**config.mk**
```make
export PLATFORM = sky130hd
export DESIGN_NAME = util_cpack2_timestamp_insert
export DESIGN_NICKNAME = d
export VERILOG_FILES = /design/src/rtl/util_cpack2_timestamp_insert.sv
export SDC_FILE = /design/constraint.sdc
export NUM_CORES = 1
export LEC_CHECK = 0
export ABC_AREA = 1
export CORE_ASPECT_RATIO = 0.7
export CORE_UTILIZATION = 40
export DETAILED_ROUTE_END_ITERATION = 12
export DONT_BUFFER_PORTS = 1
export GPL_ROUTABILITY_DRIVEN = 1
export GPL_TIMING_DRIVEN = 0
export REMOVE_ABC_BUFFERS = 1
export SYNTH_ARGS = -nofsm -noshare
export SYNTH_HDL_FRONTEND = slang
export SYNTH_SLANG_ARGS = --single-unit
export TNS_END_PERCENT = 50
```
**constraint.sdc**
```tcl
create_clock -name adc_clk -period 25.7 [get_ports adc_clk]
set_input_delay 5.14 -clock adc_clk [delete_from_list [all_inputs] [get_ports adc_clk]]
set_output_delay 5.14 -clock adc_clk [all_outputs]
set_load 0.1 [all_outputs]
```
**src/rtl/util_cpack2_timestamp_insert.sv**
```systemverilog
// Buffers packed ADC blocks and inserts a 64-bit timestamp word ahead of every
// N-th block (and after any drop), for a DMA that accepts words with m_axis_ready.
module util_cpack2_timestamp_insert #(
    parameter int NUM_OF_CHANNELS     = 4,
    parameter int SAMPLES_PER_CHANNEL = 1,
    parameter int SAMPLE_DATA_WIDTH   = 16,
    parameter int FIFO_DEPTH          = 8,
    localparam int DW = NUM_OF_CHANNELS * SAMPLES_PER_CHANNEL * SAMPLE_DATA_WIDTH
) (
    input  logic          adc_clk,
    input  logic          resetn,
    input  logic [63:0]   timestamp,
    input  logic [31:0]   timestamp_every,
    input  logic          s_axis_valid,
    input  logic [DW-1:0] s_axis_data,
    input  logic          m_axis_xfer_req,
    output logic          m_axis_valid,
    input  logic          m_axis_ready,
    output logic [DW-1:0] m_axis_data,
    output logic          overflow,
    output logic          fsm_state
);

    localparam int AW = $clog2(FIFO_DEPTH);

    if (DW < 64) begin : g_width_check
        $error("util_cpack2_timestamp_insert: block width must be at least 64 bits");
    end
    if (FIFO_DEPTH < 4 || (FIFO_DEPTH & (FIFO_DEPTH - 1)) != 0) begin : g_depth_check
        $error("util_cpack2_timestamp_insert: FIFO_DEPTH must be a power of 2 and >= 4");
    end

    typedef enum logic {
        EMIT_TS   = 1'b0,
        EMIT_DATA = 1'b1
    } out_state_t;

    out_state_t state_q, state_d;

    logic [DW-1:0]         mem_data [FIFO_DEPTH];
    logic [63:0]           mem_ts   [FIFO_DEPTH];
    logic [FIFO_DEPTH-1:0] mem_flag;

    logic [AW-1:0] wr_ptr, rd_ptr;
    logic [AW:0]   count;
    logic [31:0]   blk_cnt_q, blk_cnt_d;
    logic          full, head_flag, pop, accept, drop, entry_flag;

    // Valid/ready: a word transfers on a rising edge where m_axis_valid and
    // m_axis_ready are both high; the word is held unchanged until then.
    assign full         = (count == (AW + 1)'(FIFO_DEPTH));
    assign m_axis_valid = (count != '0);
    assign head_flag    = mem_flag[rd_ptr];
    assign pop          = m_axis_valid && m_axis_ready && (!head_flag || state_q == EMIT_DATA);
    assign accept       = s_axis_valid && m_axis_xfer_req && (!full || pop);
    assign drop         = s_axis_valid && m_axis_xfer_req && full && !pop;
    assign entry_flag   = (timestamp_every != 32'd0) && (blk_cnt_q == 32'd0);
    assign fsm_state    = (state_q == EMIT_DATA);

    always_comb begin
        m_axis_data = '0;
        if (m_axis_valid) begin
            if (head_flag && state_q == EMIT_TS) begin
                m_axis_data[63:0] = mem_ts[rd_ptr];
            end else begin
                m_axis_data = mem_data[rd_ptr];
            end
        end
    end

    always_comb begin
        state_d = state_q;
        if (!m_axis_xfer_req) begin
            state_d = EMIT_TS;
        end else if (m_axis_valid && m_axis_ready) begin
            if (state_q == EMIT_TS && head_flag) begin
                state_d = EMIT_DATA;
            end else begin
                state_d = EMIT_TS;
            end
        end
    end

    // A drop forces the counter to 0 so the next accepted block is re-timestamped.
    always_comb begin
        blk_cnt_d = blk_cnt_q;
        if (!m_axis_xfer_req || timestamp_every == 32'd0 || drop) begin
            blk_cnt_d = 32'd0;
        end else if (accept) begin
            if (blk_cnt_q >= timestamp_every - 32'd1) begin
                blk_cnt_d = 32'd0;
            end else begin
                blk_cnt_d = blk_cnt_q + 32'd1;
            end
        end
    end

    always_ff @(posedge adc_clk or negedge resetn) begin
        if (!resetn) begin
            state_q   <= EMIT_TS;
            blk_cnt_q <= 32'd0;
            wr_ptr    <= '0;
            rd_ptr    <= '0;
            count     <= '0;
            overflow  <= 1'b0;
        end else begin
            state_q   <= state_d;
            blk_cnt_q <= blk_cnt_d;
            overflow  <= drop;
            if (!m_axis_xfer_req) begin
                wr_ptr <= '0;
                rd_ptr <= '0;
                count  <= '0;
            end else begin
                if (accept) begin
                    wr_ptr <= wr_ptr + 1'b1;
                end
                if (pop) begin
                    rd_ptr <= rd_ptr + 1'b1;
                end
                case ({accept, pop})
                    2'b10:   count <= count + 1'b1;
                    2'b01:   count <= count - 1'b1;
                    default: count <= count;
                endcase
            end
        end
    end

    // Storage needs no reset: entries are only read while count says they are valid.
    always_ff @(posedge adc_clk) begin
        if (accept) begin
            mem_data[wr_ptr] <= s_axis_data;
            mem_ts[wr_ptr]   <= timestamp;
            mem_flag[wr_ptr] <= entry_flag;
        end
    end

endmodule

```
After elaboration in Yosys (flattened, before gate mapping)
Memory sizes are Yosys's and may differ from the RTL's. Cells that the tools add are included.

Bits in registers: 52. Memory bits (writable): 1024. Word-level logic and storage cells: 70. Memories: 2.

Add/sub/neg operators: 6. Order comparisons: 4. Eq/ne operators: 7. Mux-type cells: 21. Bitwise gates (word level): 1. Reductions and logical operators: 22.

Memories: mem_data (words 8, width 64, read ports 1, clocked after memory_dff 0, wr ports 1, RTL line 40) `logic [DW-1:0] mem_data [FIFO_DEPTH];`; mem_ts (words 8, width 64, read ports 1, clocked after memory_dff 0, wr ports 1, RTL line 41) `logic [63:0] mem_ts [FIFO_DEPTH];`.

Operators by type and width (number): $mux 64 (2); $mux 32 (3); $logic_not 32->1 (2); $add 32x1->32 const B (1); $ge 32x32->1 (1); $reduce_bool 32->1 (1); $sub 32x1->32 const B (1); $mux 3 (4); $logic_and 1x1->1 (9); $bwmux 8 (1); $lt 3x4->1 const B (2); $pmux 4 s2 (1); $mux 1 (7); $add 3x1->3 const B (2); $ne 2x1->1 const B (3); $add 4x1->4 const B (1); $eq 4x4->1 const B (1); $logic_not 1->1 (4); $logic_or 1x1->1 (4); $mux 4 (1); $reduce_bool 4->1 (1); $sub 4x1->4 const B (1); $bmux 1 s3 (1); $demux 1 s3 (1); other kinds (6) (6).

Depth between registers and ports, before layout
Gate-level depths: netlist of the first run.

Depth after elaboration: 10. Mapped depth: 20. Depth with buffers taken out: 19.

Least setup slack after synthesis of the first run
Ideal clock, no wire load.

Kind: in2reg. Start point: input m_axis_xfer_req. End point: memory mem_data[5][0] (netlist name) (enable). Arrival: 14409 ps. Setup slack: 10515 ps. Stages on the path: 5. Path buffers: 1. Path through: buf_2 -> nand2_1 -> clkinv_1 -> nand2_2 -> nor3_1.

Longest elaborated chain between the ends: 4.

Ends and longest elaborated chain: from (decl) (RTL line 16) `input logic m_axis_xfer_req,`; $logic_and 1x1->1 (2 in a row) (RTL line 55) `assign accept = s_axis_valid && m_axis_xfer_req && (!full || pop);`; $mux 1 (RTL line 132) `if (accept) begin`; $mux 1 (not written as such) (RTL line 133) `mem_data[wr_ptr] <= s_axis_data;`; to (decl) (RTL line 40).

Every way passes these cells.

Final worst setup path of the first run
Start point: register rd_ptr[0]. End point: output m_axis_data[53].

Longest elaborated chain between the ends: 5. Elaborated cells between the ends (all ways): 7. Those cells by class: 4 x mux; 1 x reduce/logical; 2 x memory.

Ends and longest elaborated chain: from (decl) (RTL line 44) `logic [AW-1:0] wr_ptr, rd_ptr;`; from (signal assigned) (RTL line 119) `rd_ptr <= rd_ptr + 1'b1;`; $bmux 1 s3 (RTL line 53) `assign head_flag = mem_flag[rd_ptr];`; $mux 1 (not written as such) (RTL line 53); $logic_and 1x1->1 (RTL line 63) `if (head_flag && state_q == EMIT_TS) begin`; $mux 64 (*) (RTL line 63); $mux 64 (*) (RTL line 62) `if (m_axis_valid) begin`; to (decl) (RTL line 19) `output logic [DW-1:0] m_axis_data,`.

Every way passes the cells marked *; elsewhere a longest branch is shown, timed or not. The select of a mux whose other input is x is not followed.

==> results of run 1 <==
[final timing paths]
kind / slack, ps / start / to / cells past startpoint
hold / removal: 570 / count[1] / count[1] / 2
setup / recovery: 14520 / rd_ptr[0] / m_axis_data[53] / 14
max in group asynchronous: 21450 / resetn / blk_cnt_q[21] / 0
setup reg to reg: 19070 / rd_ptr[0] / mem_ts[5][2] / 20
min in group asynchronous: 4120 / resetn / overflow / 0
hold reg to reg: 570 / count[1] / count[1] / 2
[cells by family (layout without fill, tap and decap cells)]
logic type,Yosys count,in the layout
AO/OA/AOI/OAI,609,609
flip-flops,1076,1076
adder cells (fa/ha/maj),41,41
buffers and inverters,338,415
XOR/XNOR,46,46
AND/OR/NAND/NOR,1711,1711
[through the flow]
stage	setup TNS, ps	worst slack [ps]	instances
final	0	14520	5406
after global routing	0	14250	5406
after CTS	0	14500	5406
after detailed placement	0	15330	5216
after global placement	-	-48080	5089
after floorplan	-4312040	-5720	3581
[layer usage]
layer	vias to the layer above	routed length [um]	global-route usage [%]
met1	14400	53900	29.4
met4	0	2100	4.42
met3	149	9610	5.51
li1	13800	-	-
met5	-	0	0
met2	905	52700	30.5
[power by group through the flow]
stage	Combinational (mW)	Sequential [mW]	Clock [mW]
after global routing	1.93	2.03	1.61
final	1.82	2.02	1.51
after detailed placement	1.83	2.06	0
after global placement	1.77	2.19	0
after CTS	1.83	2.02	1.54
after floorplan	1.40	2.12	0
[final cells by class]
type                       instances  area, um^2  area share [%]
timing repair buffer             127        2100            4.06
tap                             1508        1890            3.65
clock buffer                     134        2780            5.37
multi-input combinational       2407       11900            23.1
clock inverter                    56         541            1.04
sequential                      1076       32100            62.0
inverter                          98         393           0.759
[state kept, by name, indices dropped and copies added (netlist names)]
register,flops
overflow,1
fsm_state,1
wr_ptr,3
mem_data,512
blk_cnt_q,32
mem_flag,8
count,4
mem_ts,512
rd_ptr,3
[tightest hold or removal path: cells and delay by family (launching register included)]
family / cells / cell delay, ps
DFF: 1 / 380
and+or+nand+nor: 2 / 160
[synth_stat cells (42+ instances only)]
master and count:
nand2_1 1047, nand4_1 42, clkbuf_1 58, nand3_1 357, a21oi_1 373, edfxtp_1 1032, o21ai_0 52, buf_2 133
dfrtp_1 44, a221oi_1 98, o21ai_1 49, nor3_1 62, inv_1 91, nor2_1 167
[placed cells by master (no fill, tap or decap), types with 4 or more instances in the layout]
master     netlist  routed
nand2_1       1047    1046
edfxtp_1      1032    1032
a21oi_1        373     373
nand3_1        357     356
clkbuf_16        0     107
nor2_1         167      98
a221oi_1        98      98
inv_1           91      91
nor2_2           7      72
buf_6            7      67
nor3_1          62      58
o21ai_0         52      52
o21ai_1         49      49
nand4_1         42      42
dfrtp_1         44      41
ha_1            40      40
xor2_1          32      32
clkbuf_1        58      27
buf_16           0      27
buf_12           0      25
clkinv_2         0      21
a32oi_1         18      18
clkinv_1         1      16
a32o_1          15      15
xnor2_1         14      14
nand2_2          7       8
nor3_2           3       7
bufinv_16        0       7
nor2_4           2       6
buf_8            0       6
inv_8            0       4
==> results.toml, run 1 <==
[run_status]
status = "complete, no violations"

[worst_setup_path]
path_cells = "buf_16 > buf_12 > inv_8 > buf_16 > nand2_1 > nand2_1 > nand2_1 > nand3_1 > nand3_4 > buf_16 > buf_16 > o21ai_0 > o21ai_1 > nor2_2"
cp_common_cell = "buf_16"
worst_path_max_delay_cell = "nor2_2"
critical_path.top_delay_family = "buffers and inverters"
cp-end-kind = "output pin"
worstSetupPathType = "reg2out"
crit_fanout = 143
crit_path_max_incr_delay_ps = 880
cp.arrival_ps = 6040
crit_buf_inv = 6
worstPathRequired_ps = 20560
cp-start-kind = "register"

[yosys]
synth_area_leaders = "edfxtp_1 68%, nand2_1 8.7%, a21oi_1 4.1%"
synthSimpleGateAreaFrac_pct = 15.9
synthCells = 3821
yosysTopAreaCellShare_pct = 68.3
synthDistinctLibCells = 43
synth_top_family_by_area = "simple AND/OR/NAND/NOR gates"
async_reset_ff_share_pct = 4.09
synth_seq_area_share_pct = 70.7
synth_top_area_cell = "edfxtp_1"
synth-xor-area-share_pct = 0.888
synthFlopType = "edfxtp_1"
yosys_warnings = 0
synth_edf_count = 1032
syn_avg_cell_area_um2 = 11.9
netlist_area_um2 = 45400
ys_ff_latch = 1076
synth_compound_area_share_pct = 7.86
synth-adder-area-share_pct = 1.15
synthMuxAreaShare_pct = 0

[layout]
fillers = 10100
nets = 4022
drive_above_1_share_pct = 9.95
final_util_pct = 46.4
fin_area_um2 = 51700
n_antenna_cell = 0
synthToLayoutAreaGrowth_pct = 14.1

[timing]
max_freq_ghz = 0.0894
rsz0062_at_grt = "false"
max_slew.worst_pin.slew_ps = 1340
final-setup-viol-count = 0
slew-limit-headroom_pct = 10.5
fin_crit_sh_pct = 43.5
min_period_ps = 11180
finClkSkew_ps = 29.8
hold_slack_ps = 568
report.final.slew_viol_count = 0
hold_viol = 0

[placement]
dpl-instance-area_um2 = 48400
io_buffers = 0
gp_congestion = 0.894
dp.final_hpwl_mm = 69.0

[detailed_routing]
drcViolationCount = 0
ant_nets = 0
viasPerCell = 5.40
wire_per_inst_um = 21.9
drtIter0Drc = 2804
firstDrtPassIters = 6
vias = 29200
totalWireLength_mm = 118

[global_routing]
grt_pass1_wl_mm = 178
gr-total-overflow = 0
antenna_found_initial = 1
grt_max_degree = 145
grt_pass1_vias = 27800
grtUsageTotal_pct = 20.3

[power_and_ir_drop]
p_seq_share_pct = 37.7
p_leak_nw = 18.2
peakVddDrop_mv = 0.0958
switching_share_pct = 40.8
p_total_mw = 5.35
p_int_mw = 3.17
p_per_area_nw_per_um2 = 103
p_switching_mw = 2.19
p_clk_share_pct = 28.2
comb_power_share_pct = 34.0

[die]
core_area_um2 = 112000
initial_core_util_pct = 40.7
fp-row-count = 102
ios = 232
die_w_um = 405
dieArea_um2 = 115000
die_y_um = 284

[cts]
clk_pin_slew_worst_paths_ps = 60
cts_hold_buf = 0
worstSkewPairLatency_ps = 720
clock-sinks = 1076
cts_setup_buffers = 0
cts_root_buf = "clkbuf_16"
cts_buffers = 106
cts_tree = "done"
cts_buffer_depth = 3
cts_resized = 0
cts_max_level = 3

[job]
maxCapViolCount = 0

[hold_path]
hold_class = "reg2reg"
Power figures use the tool's default switching activity.
==> run 2: changes to the inputs <==
==> constraint.sdc (replaced) <==
create_clock -name adc_clk -period 9.15 [get_ports adc_clk]
set_input_delay 1.83 -clock adc_clk [delete_from_list [all_inputs] [get_ports adc_clk]]
set_output_delay 1.83 -clock adc_clk [all_outputs]
set_load 0.1 [all_outputs]
==> results of run 2 <==
The final DEF is identical to that of run 1. Status: complete, no violations.
Main changes from that run: setup slack after placement 15330 ps -> 2090 ps; setup slack after layout 14520 ps -> 1280 ps; register-to-register setup slack 19070 ps -> 2520 ps; total power 5.35 mW -> 15.0 mW; worst IR drop on VDD 0.0958 mV -> 0.269 mV
